<file path="config.mk">
export PLATFORM = sky130hd
export DESIGN_NAME = round_ctrl
export DESIGN_NICKNAME = d
export VERILOG_FILES = /design/src/rtl/tow_pkg.sv /design/src/rtl/lfsr16.sv /design/src/rtl/round_ctrl.sv
export SDC_FILE = /design/constraint.sdc
export NUM_CORES = 1
export LEC_CHECK = 0
export ABC_AREA = 1
export BUFFER_PORTS_ARGS = -buffer_cell sky130_fd_sc_hd__buf_2
export CAP_MARGIN = 20
export CORE_MARGIN = 4
export CORE_UTILIZATION = 25
export DETAILED_ROUTE_END_ITERATION = 6
export PLACE_DENSITY_LB_ADDON = 0.2
export SLEW_MARGIN = 25
export SYNTH_ARGS = -nofsm -noshare
export SYNTH_HDL_FRONTEND = slang
export SYNTH_HIERARCHICAL = 1
export SYNTH_SLANG_ARGS = --single-unit
export TNS_END_PERCENT = 20
</file>
<file path="constraint.sdc">
create_clock -name clk -period 1.57 [get_ports clk]
set_input_delay 0.157 -clock clk [delete_from_list [all_inputs] [get_ports clk]]
set_output_delay 0.157 -clock clk [all_outputs]
set_load 0.02 [all_outputs]
</file>
<file path="src/rtl/tow_pkg.sv">
// Shared state encoding, score patterns and LFSR feedback for the tug-of-war round logic.
package tow_pkg;

  typedef enum logic [2:0] {
    RELEASE,
    DARK,
    LIT,
    SCORE,
    OVER
  } state_t;

  localparam logic [6:0] SCORE_WL  = 7'b1110000;
  localparam logic [6:0] SCORE_WR  = 7'b0000111;
  localparam logic [6:0] SCORE_RST = 7'b1100011;

  // Fibonacci taps 16,14,13,11 mapped onto bits 15,13,12,10
  localparam logic [15:0] LFSR_TAPS = 16'hB400;

  function automatic logic [15:0] lfsr_next(input logic [15:0] cur);
    return {cur[14:0], ^(cur & LFSR_TAPS)};
  endfunction

endpackage

</file>
<file path="src/rtl/lfsr16.sv">
// 16-bit Fibonacci LFSR, free-running every cycle; output is the registered state.
module lfsr16 #(
  parameter logic [15:0] SEED = 16'hACE1
) (
  input  logic        clk,
  input  logic        rst,
  output logic [15:0] q
);
  import tow_pkg::*;

  logic [15:0] q_q;
  logic [15:0] q_d;

  always_comb begin
    q_d = lfsr_next(q_q);
  end

  always_ff @(posedge clk or posedge rst) begin
    if (rst) q_q <= SEED;
    else     q_q <= q_d;
  end

  assign q = q_q;

endmodule

</file>
<file path="src/rtl/round_ctrl.sv">
// Round sequencer: random dark delay, lit window, push arbitration into a registered winrnd pulse.
// Button rising edge sampled at edge k yields winrnd after edge k+3; freezes in OVER on a win score.
module round_ctrl #(
  parameter int          MIN_DELAY   = 1000,
  parameter int          RAND_BITS   = 10,
  parameter int          LIT_TIMEOUT = 4000,
  parameter int          FTL_WINDOW  = 50,
  parameter logic [15:0] LFSR_SEED   = 16'hACE1
) (
  input  logic       clk,
  input  logic       rst,
  input  logic       pb_l,
  input  logic       pb_r,
  input  logic [6:0] score,
  output logic       leds_on,
  output logic       winrnd,
  output logic       right,
  output logic       tie,
  output logic       FTL_Left,
  output logic       FTL_Right
);
  import tow_pkg::*;

  localparam int DELAY_MAX = MIN_DELAY + (1 << RAND_BITS) - 1;
  localparam int CNT_MAX   = (DELAY_MAX > LIT_TIMEOUT) ? DELAY_MAX : LIT_TIMEOUT;
  localparam int CNT_W     = $clog2(CNT_MAX + 1);

  localparam logic [CNT_W-1:0] CNT_MIN     = CNT_W'(MIN_DELAY);
  localparam logic [CNT_W-1:0] CNT_FTL     = CNT_W'(FTL_WINDOW);
  localparam logic [CNT_W-1:0] CNT_LIT_END = CNT_W'(LIT_TIMEOUT - 1);

  logic [15:0] lfsr_q;
  logic        unused_lfsr;

  lfsr16 #(.SEED(LFSR_SEED)) u_lfsr (
    .clk (clk),
    .rst (rst),
    .q   (lfsr_q)
  );

  assign unused_lfsr = ^lfsr_q[15:RAND_BITS];

  // Button vectors: bit 1 = left, bit 0 = right
  logic [1:0] meta_q, meta_d;
  logic [1:0] sync_q, sync_d;
  logic [1:0] dly_q, dly_d;
  logic [1:0] ep;
  logic       ep_l, ep_r, game_over, fast;

  state_t           state_q, state_d;
  logic [CNT_W-1:0] cnt_q, cnt_d;
  logic             leds_q, leds_d, winrnd_q, winrnd_d;
  logic             right_q, right_d, tie_q, tie_d;
  logic             ftl_l_q, ftl_l_d, ftl_r_q, ftl_r_d;

  assign ep        = sync_q & ~dly_q;
  assign ep_l      = ep[1];
  assign ep_r      = ep[0];
  assign fast      = cnt_q < CNT_FTL;
  assign game_over = (score != SCORE_RST) && ((score == SCORE_WL) || (score == SCORE_WR));

  always_comb begin
    meta_d   = {pb_l, pb_r};
    sync_d   = meta_q;
    dly_d    = sync_q;
    state_d  = state_q;
    cnt_d    = cnt_q;
    leds_d   = leds_q;
    winrnd_d = 1'b0;
    right_d  = right_q;
    tie_d    = tie_q;
    ftl_l_d  = ftl_l_q;
    ftl_r_d  = ftl_r_q;
    case (state_q)
      RELEASE: begin
        leds_d  = 1'b0;
        right_d = 1'b0;
        tie_d   = 1'b0;
        ftl_l_d = 1'b0;
        ftl_r_d = 1'b0;
        if (game_over) begin
          state_d = OVER;
        end else if (sync_q == 2'b00) begin
          cnt_d   = CNT_MIN + CNT_W'(lfsr_q[RAND_BITS-1:0]);
          state_d = DARK;
        end
      end
      DARK: begin
        // an edge wins over the expiring count: a push on the lighting cycle is still early
        if (ep_l || ep_r) begin
          state_d = SCORE;
          right_d = ep_r && !ep_l;
          tie_d   = ep_l && ep_r;
        end else if (cnt_q == '0) begin
          state_d = LIT;
          leds_d  = 1'b1;
          cnt_d   = '0;
        end else begin
          cnt_d = cnt_q - 1'b1;
        end
      end
      LIT: begin
        if (ep_l || ep_r) begin
          state_d = SCORE;
          right_d = ep_r && !ep_l;
          tie_d   = ep_l && ep_r;
          ftl_l_d = fast && ep_l && !ep_r;
          ftl_r_d = fast && ep_r && !ep_l;
        end else if (cnt_q == CNT_LIT_END) begin
          state_d = RELEASE;
          leds_d  = 1'b0;
        end else begin
          cnt_d = cnt_q + 1'b1;
        end
      end
      SCORE: begin
        winrnd_d = 1'b1;
        state_d  = RELEASE;
      end
      OVER: begin
        leds_d  = 1'b0;
        right_d = 1'b0;
        tie_d   = 1'b0;
        ftl_l_d = 1'b0;
        ftl_r_d = 1'b0;
      end
      default: state_d = RELEASE;
    endcase
  end

  always_ff @(posedge clk or posedge rst) begin
    if (rst) begin
      meta_q   <= 2'b00;
      sync_q   <= 2'b00;
      dly_q    <= 2'b00;
      state_q  <= RELEASE;
      cnt_q    <= '0;
      leds_q   <= 1'b0;
      winrnd_q <= 1'b0;
      right_q  <= 1'b0;
      tie_q    <= 1'b0;
      ftl_l_q  <= 1'b0;
      ftl_r_q  <= 1'b0;
    end else begin
      meta_q   <= meta_d;
      sync_q   <= sync_d;
      dly_q    <= dly_d;
      state_q  <= state_d;
      cnt_q    <= cnt_d;
      leds_q   <= leds_d;
      winrnd_q <= winrnd_d;
      right_q  <= right_d;
      tie_q    <= tie_d;
      ftl_l_q  <= ftl_l_d;
      ftl_r_q  <= ftl_r_d;
    end
  end

  assign leds_on   = leds_q;
  assign winrnd    = winrnd_q;
  assign right     = right_q;
  assign tie       = tie_q;
  assign FTL_Left  = ftl_l_q;
  assign FTL_Right = ftl_r_q;

endmodule

</file>
# == After elaboration in Yosys (flattened, before gate mapping) ==
# Cells that the tools add are included.
# op_classes
n_addsub,3
n_lt_le_gt_ge,1
muxes,28
n_reduce_logical,26
n_eq_ne,20
bitwise_logic,3
# op_table
op,count
$mux W12,6
$pmux W12 S3,1
$mux W3,6
$ne A2 B2 Y1 const B,8
$reduce_xor A16 Y1,1
$add A12 B1 Y12 const B,1
$eq A12 B12 Y1 const B,1
$logic_not A12 Y1,1
$lt A12 B6 Y1 const B,1
$pmux W3 S4,1
$sub A12 B1 Y12 const B,1
$add A10 B10 Y11 const A,1
$mux W1,9
$ne A3 B3 Y1 const B,3
$pmux W1 S2,4
$eq A7 B3 Y1 const B,1
$eq A7 B7 Y1 const B,1
$logic_and A1 B1 Y1,7
$ne A7 B7 Y1 const B,1
$eq A3 B2 Y1 const B,2
$reduce_and A6 Y1,1
$reduce_bool A3 Y1,2
$reduce_and A5 Y1,1
$reduce_and A2 Y1,2
other kinds (14),18
# totals
in_bits,11
register_bits,43

# == Logic depth before layout (Yosys ltp) ==
# Gate-level depths: netlist (run 1).
# logic_depth
depth_word,6
depth_mapped,11
depth_no_buf,10

# == Cells and area by module ==
# Netlist (run 1), hierarchy kept.
# by_module_without_submodules
module,area_each_um2,instances,cells_per_inst
round_ctrl,2075.7,1,334
lfsr16,590.6,1,47

# == Worst setup path after synthesis (run 1) ==
# No wires, ideal clock.
# synth_timing
path_kind,register -> register
start,reg cnt_q[1]
end,reg cnt_q[6]
stages_incl_launch_ff,10
period_less_slack_ps,1442
arrival_time_ps,1326
path_slack_ps,128
required_ps,1454
setup_time_ps,116
path_cell_list,dfrtp_1 ha_1 nand3_1 nor2_1 nand4_1 nand2_1 nor2_2 buf_4 nand2_1 nand2_1
# synth_via
elab_chain_len,4
elab_cells_between_ends,11
# synth_lines
element,line,source
"start, declared",round_ctrl.sv:51,"logic [CNT_W-1:0] cnt_q, cnt_d;"
"start signal, assigned",round_ctrl.sv:149,cnt_q <= cnt_d;
"$add A12 B1 Y12, or another cell as far along",round_ctrl.sv:113,cnt_d = cnt_q + 1'b1;
"$mux W12, on equally long branches","round_ctrl.sv:109, round_ctrl.sv:94",
"$mux W12, on equally long branches","round_ctrl.sv:103, round_ctrl.sv:90",
$pmux W12 S3,round_ctrl.sv:74,case (state_q)
# Parallel ways exist; a longest one is shown, timed or not. The select of a mux whose other input is x is not followed.
# A chain may end at the register's enable or synchronous reset.

# == Worst setup path after layout (run 1) ==
# layout_timing
start,reg cnt_q[1]
end,reg cnt_q[10]
# The elaborated chain is that of the path after synthesis.

==> implementation parameters, run 1 <==
Parameter                              Value

Min path
  Worst Hold Launch    score[3]
  Hold depth    6
  Class of the worst hold path    input port to flip-flop
  Endpoint of the worst hold path    state_q[2]$_DFFE_PP0P_

Critical path
  Terminus of the critical flop-to-flop path    cnt_q[10]$_DFFE_PP0P_
  Type of element launching the critical path    flip-flop
  Kind of critical path    flip-flop to flip-flop
  Cells on worst reg2reg path    10
  Slack of the worst reg-to-reg path    70 ps
  Critical path capture point type    flip-flop
  Largest fanout on the critical path    5
  Required time worst endpoint    1770 ps
  Reg-to-reg startpoint    cnt_q[1]$_DFFE_PP0P_
  Arrival time of data at the critical path endpoint    1700 ps

Placed design
  Worst setup slack after placement    -205.4 ps
  Placement-stage cell area    3024 um^2
  Port Buffer Count    16
  Count of placed standard cells including taps    544
  Detailed-placement wirelength estimate    5224 um
  Final weighted congestion in routability-driven placement    0.8399

Cells and area
  Area growth from synthesis to final layout    29.22%
  Sequential cell area    1092 um^2
  Area of combinational cells with multiple inputs    1405 um^2
  Fraction of final layout cells with drive strength greater than 1    0.2759
  Number of non-filler instances in the completed layout    560
  FILL cells    1127
  Number of antenna cells inserted    0
  Final design instance area without fill    3397 um^2
  Count of nets after finishing    438

Timing
  Normalized max-slew margin    0.6243
  Setup slack of the critical path after layout    69.02 ps
  RSZ-0062 raised after global routing    true
  Final slew viol count    0
  Worst slack on hold paths    323.9 ps
  Worst Skew    14.08 ps
  Final setup fails    0
  Hold Violations, Final    0
  Crit share post-route    0.9560
  Fmax    666.2 MHz
  Min cycle time layout    1501 ps
  Worst-Margin Slew    563.0 ps

Die
  Full die area    12220 um^2
  Area of the placeable core    10280 um^2
  Count of standard-cell rows    37
  Io pins    17
  Die outline height    110.5 um
  Effective utilization at floorplan    0.2558
  Chip width    110.5 um

Drt
  First-pass iteration count of the detailed router    5
  Number of nets still failing antenna checks after routing    0
  First DRT Iteration DRCs    129
  Vias/cell    4.379
  Remaining DRCs    0
  Final routed wire length divided by cell count    12.56 um
  DRT Wirelength    7031 um
  Number of vias after detailed routing    2452

Synth
  Net count after synthesis    391
  Mean instance size in the synthesized netlist    6.991 um^2
  Synth Instances    376
  Number of warnings issued by yosys    6
  Post-Syn Area    2629 um^2

CTS
  Clock buffer count from CTS    5
  Sinks on Clock Net    43
  Later-pin clock latency in the skew report    310 ps
  Deepest level of the CTS H-tree    2
  Worst-path clk slew    100 ps
  CTS max path bufs    2
  Clock tree root driver cell    sky130_fd_sc_hd__clkbuf_8
  Clock tree from TritonCTS    done

Global routing
  GR Util All Layers    0.1170
  Largest net degree at the start of global routing    28
  Global-route wire length before repair    11780 um
  Global route total overflow    0
  Number of antenna violations at the first check in global routing    0
  Vias in the first global route    2477

Status
  Status    finished, final reports clean

Power and ir drop
  Leak pwr    1.727 nW
  Power density normalized to cell area    1725 nW/um^2
  Worst vdd rail ir drop    0.0005992 V

Flow run
  Number of maximum-capacitance constraint violations    0
## layer usage
metal  part of all wire  vias up  GRT usage
met5                  0        -          0
met3              0.027       13    0.01918
li1                   -     1265          -
met4              0.016        0    0.03695
met2               0.50       31     0.2043
met1               0.46     1143     0.1467
## worst max-delay path, cell delays in order, from the launching register on
cell and delay [ps]:
sky130_fd_sc_hd__dfrtp_2 460, sky130_fd_sc_hd__ha_4 180, sky130_fd_sc_hd__nand3_4 90, sky130_fd_sc_hd__buf_4 130, sky130_fd_sc_hd__clkinvlp_4 140, sky130_fd_sc_hd__nand3_1 100
sky130_fd_sc_hd__nand2_1 50, sky130_fd_sc_hd__nand3_1 60, sky130_fd_sc_hd__nand3_1 80, sky130_fd_sc_hd__nand2_1 60, sky130_fd_sc_hd__nand2_1 40
## placed cells by master, fill, tap and decap left out, types with 2 or more instances in the layout
| master | instances |
|---|---|
| sky130_fd_sc_hd__nor2_4 | 9 |
| sky130_fd_sc_hd__nand3_1 | 38 |
| sky130_fd_sc_hd__nand2_1 | 128 |
| sky130_fd_sc_hd__dfrtp_1 | 30 |
| sky130_fd_sc_hd__ha_4 | 2 |
| sky130_fd_sc_hd__inv_1 | 36 |
| sky130_fd_sc_hd__dlygate4sd3_1 | 3 |
| sky130_fd_sc_hd__nand4_1 | 7 |
| sky130_fd_sc_hd__xnor2_1 | 3 |
| sky130_fd_sc_hd__nand2_2 | 4 |
| sky130_fd_sc_hd__nand3_2 | 5 |
| sky130_fd_sc_hd__buf_2 | 16 |
| sky130_fd_sc_hd__buf_12 | 2 |
| sky130_fd_sc_hd__xor2_1 | 5 |
| sky130_fd_sc_hd__buf_4 | 36 |
| sky130_fd_sc_hd__nor2_1 | 30 |
| sky130_fd_sc_hd__nor3_1 | 3 |
| sky130_fd_sc_hd__dfrtp_2 | 5 |
| sky130_fd_sc_hd__clkbuf_8 | 5 |
| sky130_fd_sc_hd__a21oi_1 | 2 |
| sky130_fd_sc_hd__inv_2 | 7 |
| sky130_fd_sc_hd__bufinv_16 | 2 |
| sky130_fd_sc_hd__nor2_2 | 7 |
| sky130_fd_sc_hd__o21ai_0 | 14 |
| sky130_fd_sc_hd__dfstp_2 | 8 |
## registers in the layout (all words and copies together) (netlist names)
| register | count |
|---|---|
| u_lfsr/q | 16 |
| cnt_q | 12 |
| state_q | 3 |
| dly_d | 2 |
| dly_q | 2 |
| meta_q | 2 |
| FTL_Left | 1 |
| FTL_Right | 1 |
| leds_on | 1 |
| right | 1 |
| tie | 1 |
| winrnd | 1 |
## timing repair
action,in CTS,in global routing
resized for setup,6,40
endpoints found under the setup margin,15,15
hold endpoints to repair,37,0
hold buffers,3,0
cloned,0,1
pin swaps,4,14
setup buffers,2,2
## area by class of cell
type	count	share of cell area
Clock buffer	5	0.02026
Clock inverter	3	0.02099
Inverter	44	0.04972
Multi-Input combinational cell	272	0.4136
Sequential cell	43	0.3215
Tap cell	136	0.05009
Timing Repair Buffer	57	0.1238
## report_power, final
| group | switching (mW) | leakage [nW] | internal, mW |
|---|---|---|---|
| clock | 0.458 | 0.0703 | 0.647 |
| sequential | 0.243 | 0.529 | 1.31 |
| combinational | 1.88 | 1.13 | 1.32 |
## per-stage QoR
| stage | setup TNS, ps | util | total power [mW] |
|---|---|---|---|
| final | 0 | 0.3305 | 5.859 |
| after global routing | -311.6 | 0.3305 | 6.356 |
| after CTS | 0 | 0.3147 | 5.530 |
| after detailed placement | -2491 | 0.2943 | 4.337 |
| after global placement | -2566 | 0.2943 | 4.346 |
| after floorplan | 0 | - | 3.289 |
## how the worst max path moves through the flow
stage	from	endpoint	slack [ps]	depth (start not counted)
after global routing	cnt_q[0]$_DFFE_PP0P_	cnt_q[6]$_DFFE_PP0P_	-60	9
after CTS	state_q[0]$_DFFE_PP0P_	cnt_q[1]$_DFFE_PP0P_	10	8
final	cnt_q[1]$_DFFE_PP0P_	cnt_q[10]$_DFFE_PP0P_	70	10
after global placement	cnt_q[1]$_DFFE_PP0P_	cnt_q[7]$_DFFE_PP0P_	-220	8
after detailed placement	cnt_q[1]$_DFFE_PP0P_	cnt_q[7]$_DFFE_PP0P_	-210	8
after floorplan	cnt_q[1]$_DFFE_PP0P_	cnt_q[6]$_DFFE_PP0P_	130	9
Note: power is estimated with default switching activity, not from simulation.
==> run 2: changes to the inputs <==
--- a/config.mk
+++ b/config.mk
@@ -6,15 +6,14 @@
 export NUM_CORES = 1
 export LEC_CHECK = 0
 export ABC_AREA = 1
-export BUFFER_PORTS_ARGS = -buffer_cell sky130_fd_sc_hd__buf_2
 export CAP_MARGIN = 20
 export CORE_MARGIN = 4
 export CORE_UTILIZATION = 25
 export DETAILED_ROUTE_END_ITERATION = 6
+export DONT_BUFFER_PORTS = 1
 export PLACE_DENSITY_LB_ADDON = 0.2
 export SLEW_MARGIN = 25
 export SYNTH_ARGS = -nofsm -noshare
 export SYNTH_HDL_FRONTEND = slang
 export SYNTH_HIERARCHICAL = 1
 export SYNTH_SLANG_ARGS = --single-unit
-export TNS_END_PERCENT = 20
==> run 2 against run 1 <==
Against the previous run:
- via count is 1.9% lower
- final cell count is 2.1% lower
- fmax is 0.97% lower
- total power is 2.5% lower
- first-iteration DRC count is 13% lower
- critical path depth is 1 lower
- cell area is 3.2% lower
==> implementation parameters, run 2 (synthesis results as in run 1) <==
Parameter                              Value

Status
  Status    finished, final reports clean

Placed design
  Port Buffer Count    0
  Final weighted congestion in routability-driven placement    0.9249
  Count of placed standard cells including taps    529
  Worst setup slack after placement    -258.1 ps
  Detailed-placement wirelength estimate    5003 um

Power and ir drop
  Worst vdd rail ir drop    0.0005365 V
  Leak pwr    1.682 nW
  Power density normalized to cell area    1738 nW/um^2

CTS
  Clock tree root driver cell    sky130_fd_sc_hd__clkbuf_8
  Sinks on Clock Net    43
  Worst-path clk slew    90 ps
  Clock tree from TritonCTS    done
  Clock buffer count from CTS    5
  Later-pin clock latency in the skew report    300 ps
  CTS max path bufs    2
  Deepest level of the CTS H-tree    2

Drt
  Number of nets still failing antenna checks after routing    0
  Remaining DRCs    0
  DRT Wirelength    6627 um
  First DRT Iteration DRCs    112
  Vias/cell    4.389
  Number of vias after detailed routing    2405
  Final routed wire length divided by cell count    12.09 um
  First-pass iteration count of the detailed router    4

Timing
  Min cycle time layout    1516 ps
  Worst Skew    4.915 ps
  Normalized max-slew margin    0.6336
  RSZ-0062 raised after global routing    true
  Total Negative Setup Slacks    0 ps
  Final slew viol count    0
  Fmax    659.7 MHz
  Hold Violations, Final    0
  Setup slack of the critical path after layout    54.27 ps
  Worst-Margin Slew    549.0 ps
  Crit share post-route    0.9654
  Final setup fails    0

Cells and area
  Area growth from synthesis to final layout    25.08%
  Number of flip-flops in the largest register    16
  FILL cells    1114
  Number of non-filler instances in the completed layout    548
  Fraction of final layout cells with drive strength greater than 1    0.2379
  Count of nets after finishing    426
  Number of antenna cells inserted    0
  Leading cell type in the layout, fill and taps excluded    sky130_fd_sc_hd__nand2_1
  Most frequent cells in the layout    sky130_fd_sc_hd__nand2_1, sky130_fd_sc_hd__nand3_1, sky130_fd_sc_hd__buf_4, sky130_fd_sc_hd__inv_1, sky130_fd_sc_hd__dfrtp_1

Critical path
  Kind of critical path    flip-flop to flip-flop
  Largest fanout on the critical path    12
  Critical path cell sequence    ha_4 > nand3_4 > nor2_4 > nand4_1 > nand2_2 > nor2_4 > buf_12 > nand2_1 > nand2_1
  Arrival time of data at the critical path endpoint    1710 ps
  Type of element launching the critical path    flip-flop
  Maximum single-stage delay on the critical path    440 ps
  Critical path capture point type    flip-flop
  Required time worst endpoint    1770 ps
  Cell with the biggest individual delay on the critical path    sky130_fd_sc_hd__dfrtp_1

Die
  Count of standard-cell rows    37
  Area of the placeable core    10280 um^2
  Die outline height    110.5 um
  Full die area    12220 um^2
  Io pins    17
  Effective utilization at floorplan    0.2558
  Chip width    110.5 um

Global routing
  Global route total overflow    0
  Global-route wire length before repair    11180 um
  Largest net degree at the start of global routing    28
  Vias in the first global route    2329
  Number of antenna violations at the first check in global routing    0
  GR Util All Layers    0.1110

Flow run
  Number of maximum-capacitance constraint violations    0

Min path
  Class of the worst hold path    input port to flip-flop
==> run 2: cell count changes in the layout (fill, tap and decap cells not counted), moves of 3 or more <==
cell                      change
sky130_fd_sc_hd__buf_2       -16
sky130_fd_sc_hd__nor2_4       -5
sky130_fd_sc_hd__nand3_2      -3
sky130_fd_sc_hd__nor2_2       +3
sky130_fd_sc_hd__buf_4        +5
sky130_fd_sc_hd__nand3_1      +3
==> run 2: worst paths after layout <==
| kind | startpoint | to | slack (ps) | cells after the start |
|---|---|---|---|---|
| setup reg to reg | cnt_q[1]$_DFFE_PP0P_ | cnt_q[6]$_DFFE_PP0P_ | 50 | 9 |
| min in group asynchronous | rst | u_lfsr/q[3]$_DFF_PP0_ | 350 | 2 |
| hold reg to reg | meta_q[0]$_DFF_PP0_ | dly_d[0]$_DFF_PP0_ | 360 | 0 |
| setup / recovery | cnt_q[1]$_DFFE_PP0P_ | cnt_q[6]$_DFFE_PP0P_ | 50 | 9 |
| max in group asynchronous | rst | u_lfsr/q[7]$_DFF_PP1_ | 850 | 2 |
| hold / removal | score[3] | state_q[2]$_DFFE_PP0P_ | 240 | 5 |
==> run 2: metrics by stage <==
| step | total power, mW | cell area, um^2 | utilization | hold slack (ps) |
|---|---|---|---|---|
| CTS | 5.579 | 3207 | 0.3120 | 221.4 |
| floorplan | 3.289 | 2629 | - | 65.01 |
| global placement | 4.256 | 2939 | 0.2860 | 122.6 |
| detailed placement | 4.235 | 2939 | 0.2860 | 130.2 |
| finish | 5.715 | 3288 | 0.3199 | 235.3 |
| global route | 6.211 | 3288 | 0.3199 | 278.3 |
==> run 2: what timing repair did <==
| item | 4_1_cts | 5_1_grt |
|---|---|---|
| hold buffers | 3 | 0 |
| pin swaps | 5 | 9 |
| hold endpoints to repair | 37 | 0 |
| setup buffers | 6 | 15 |
| gates resized for setup | 7 | 24 |
| setup endpoints to repair | 15 | 15 |
==> run 2: layout make-up <==
type | instances | area, um^2 | area share
Timing Repair Buffer | 46 | 377.9 | 0.1149
Clock buffer | 5 | 68.82 | 0.02093
Sequential cell | 43 | 1090 | 0.3314
Multi-Input combinational cell | 271 | 1345 | 0.4091
Inverter | 44 | 165.2 | 0.05023
Clock inverter | 3 | 71.32 | 0.02169
Tap cell | 136 | 170.2 | 0.05175
==> run 2: layer usage <==
metal	wire length, um	vias to the layer above	global-route usage
li1	-	1239	-
met4	50	0	0.03366
met1	3059	1109	0.1493
met2	3233	51	0.1841
met5	0	-	0
met3	284	6	0.01644
==> run 2: worst max-delay path: cells and delay by family (launching register included) <==
family / cells / cell delay, ps
fa+ha+maj: 1 / 180
flops: 1 / 440
simple gates: 7 / 630
buf+inv: 1 / 140
==> run 2: power by group <==
group	leakage (nW)	total (mW)	switching [mW]	internal (mW)
clock network	0.0703	1.08	0.433	0.646
logic	1.08	3.05	1.78	1.27
registers	0.532	1.59	0.279	1.31
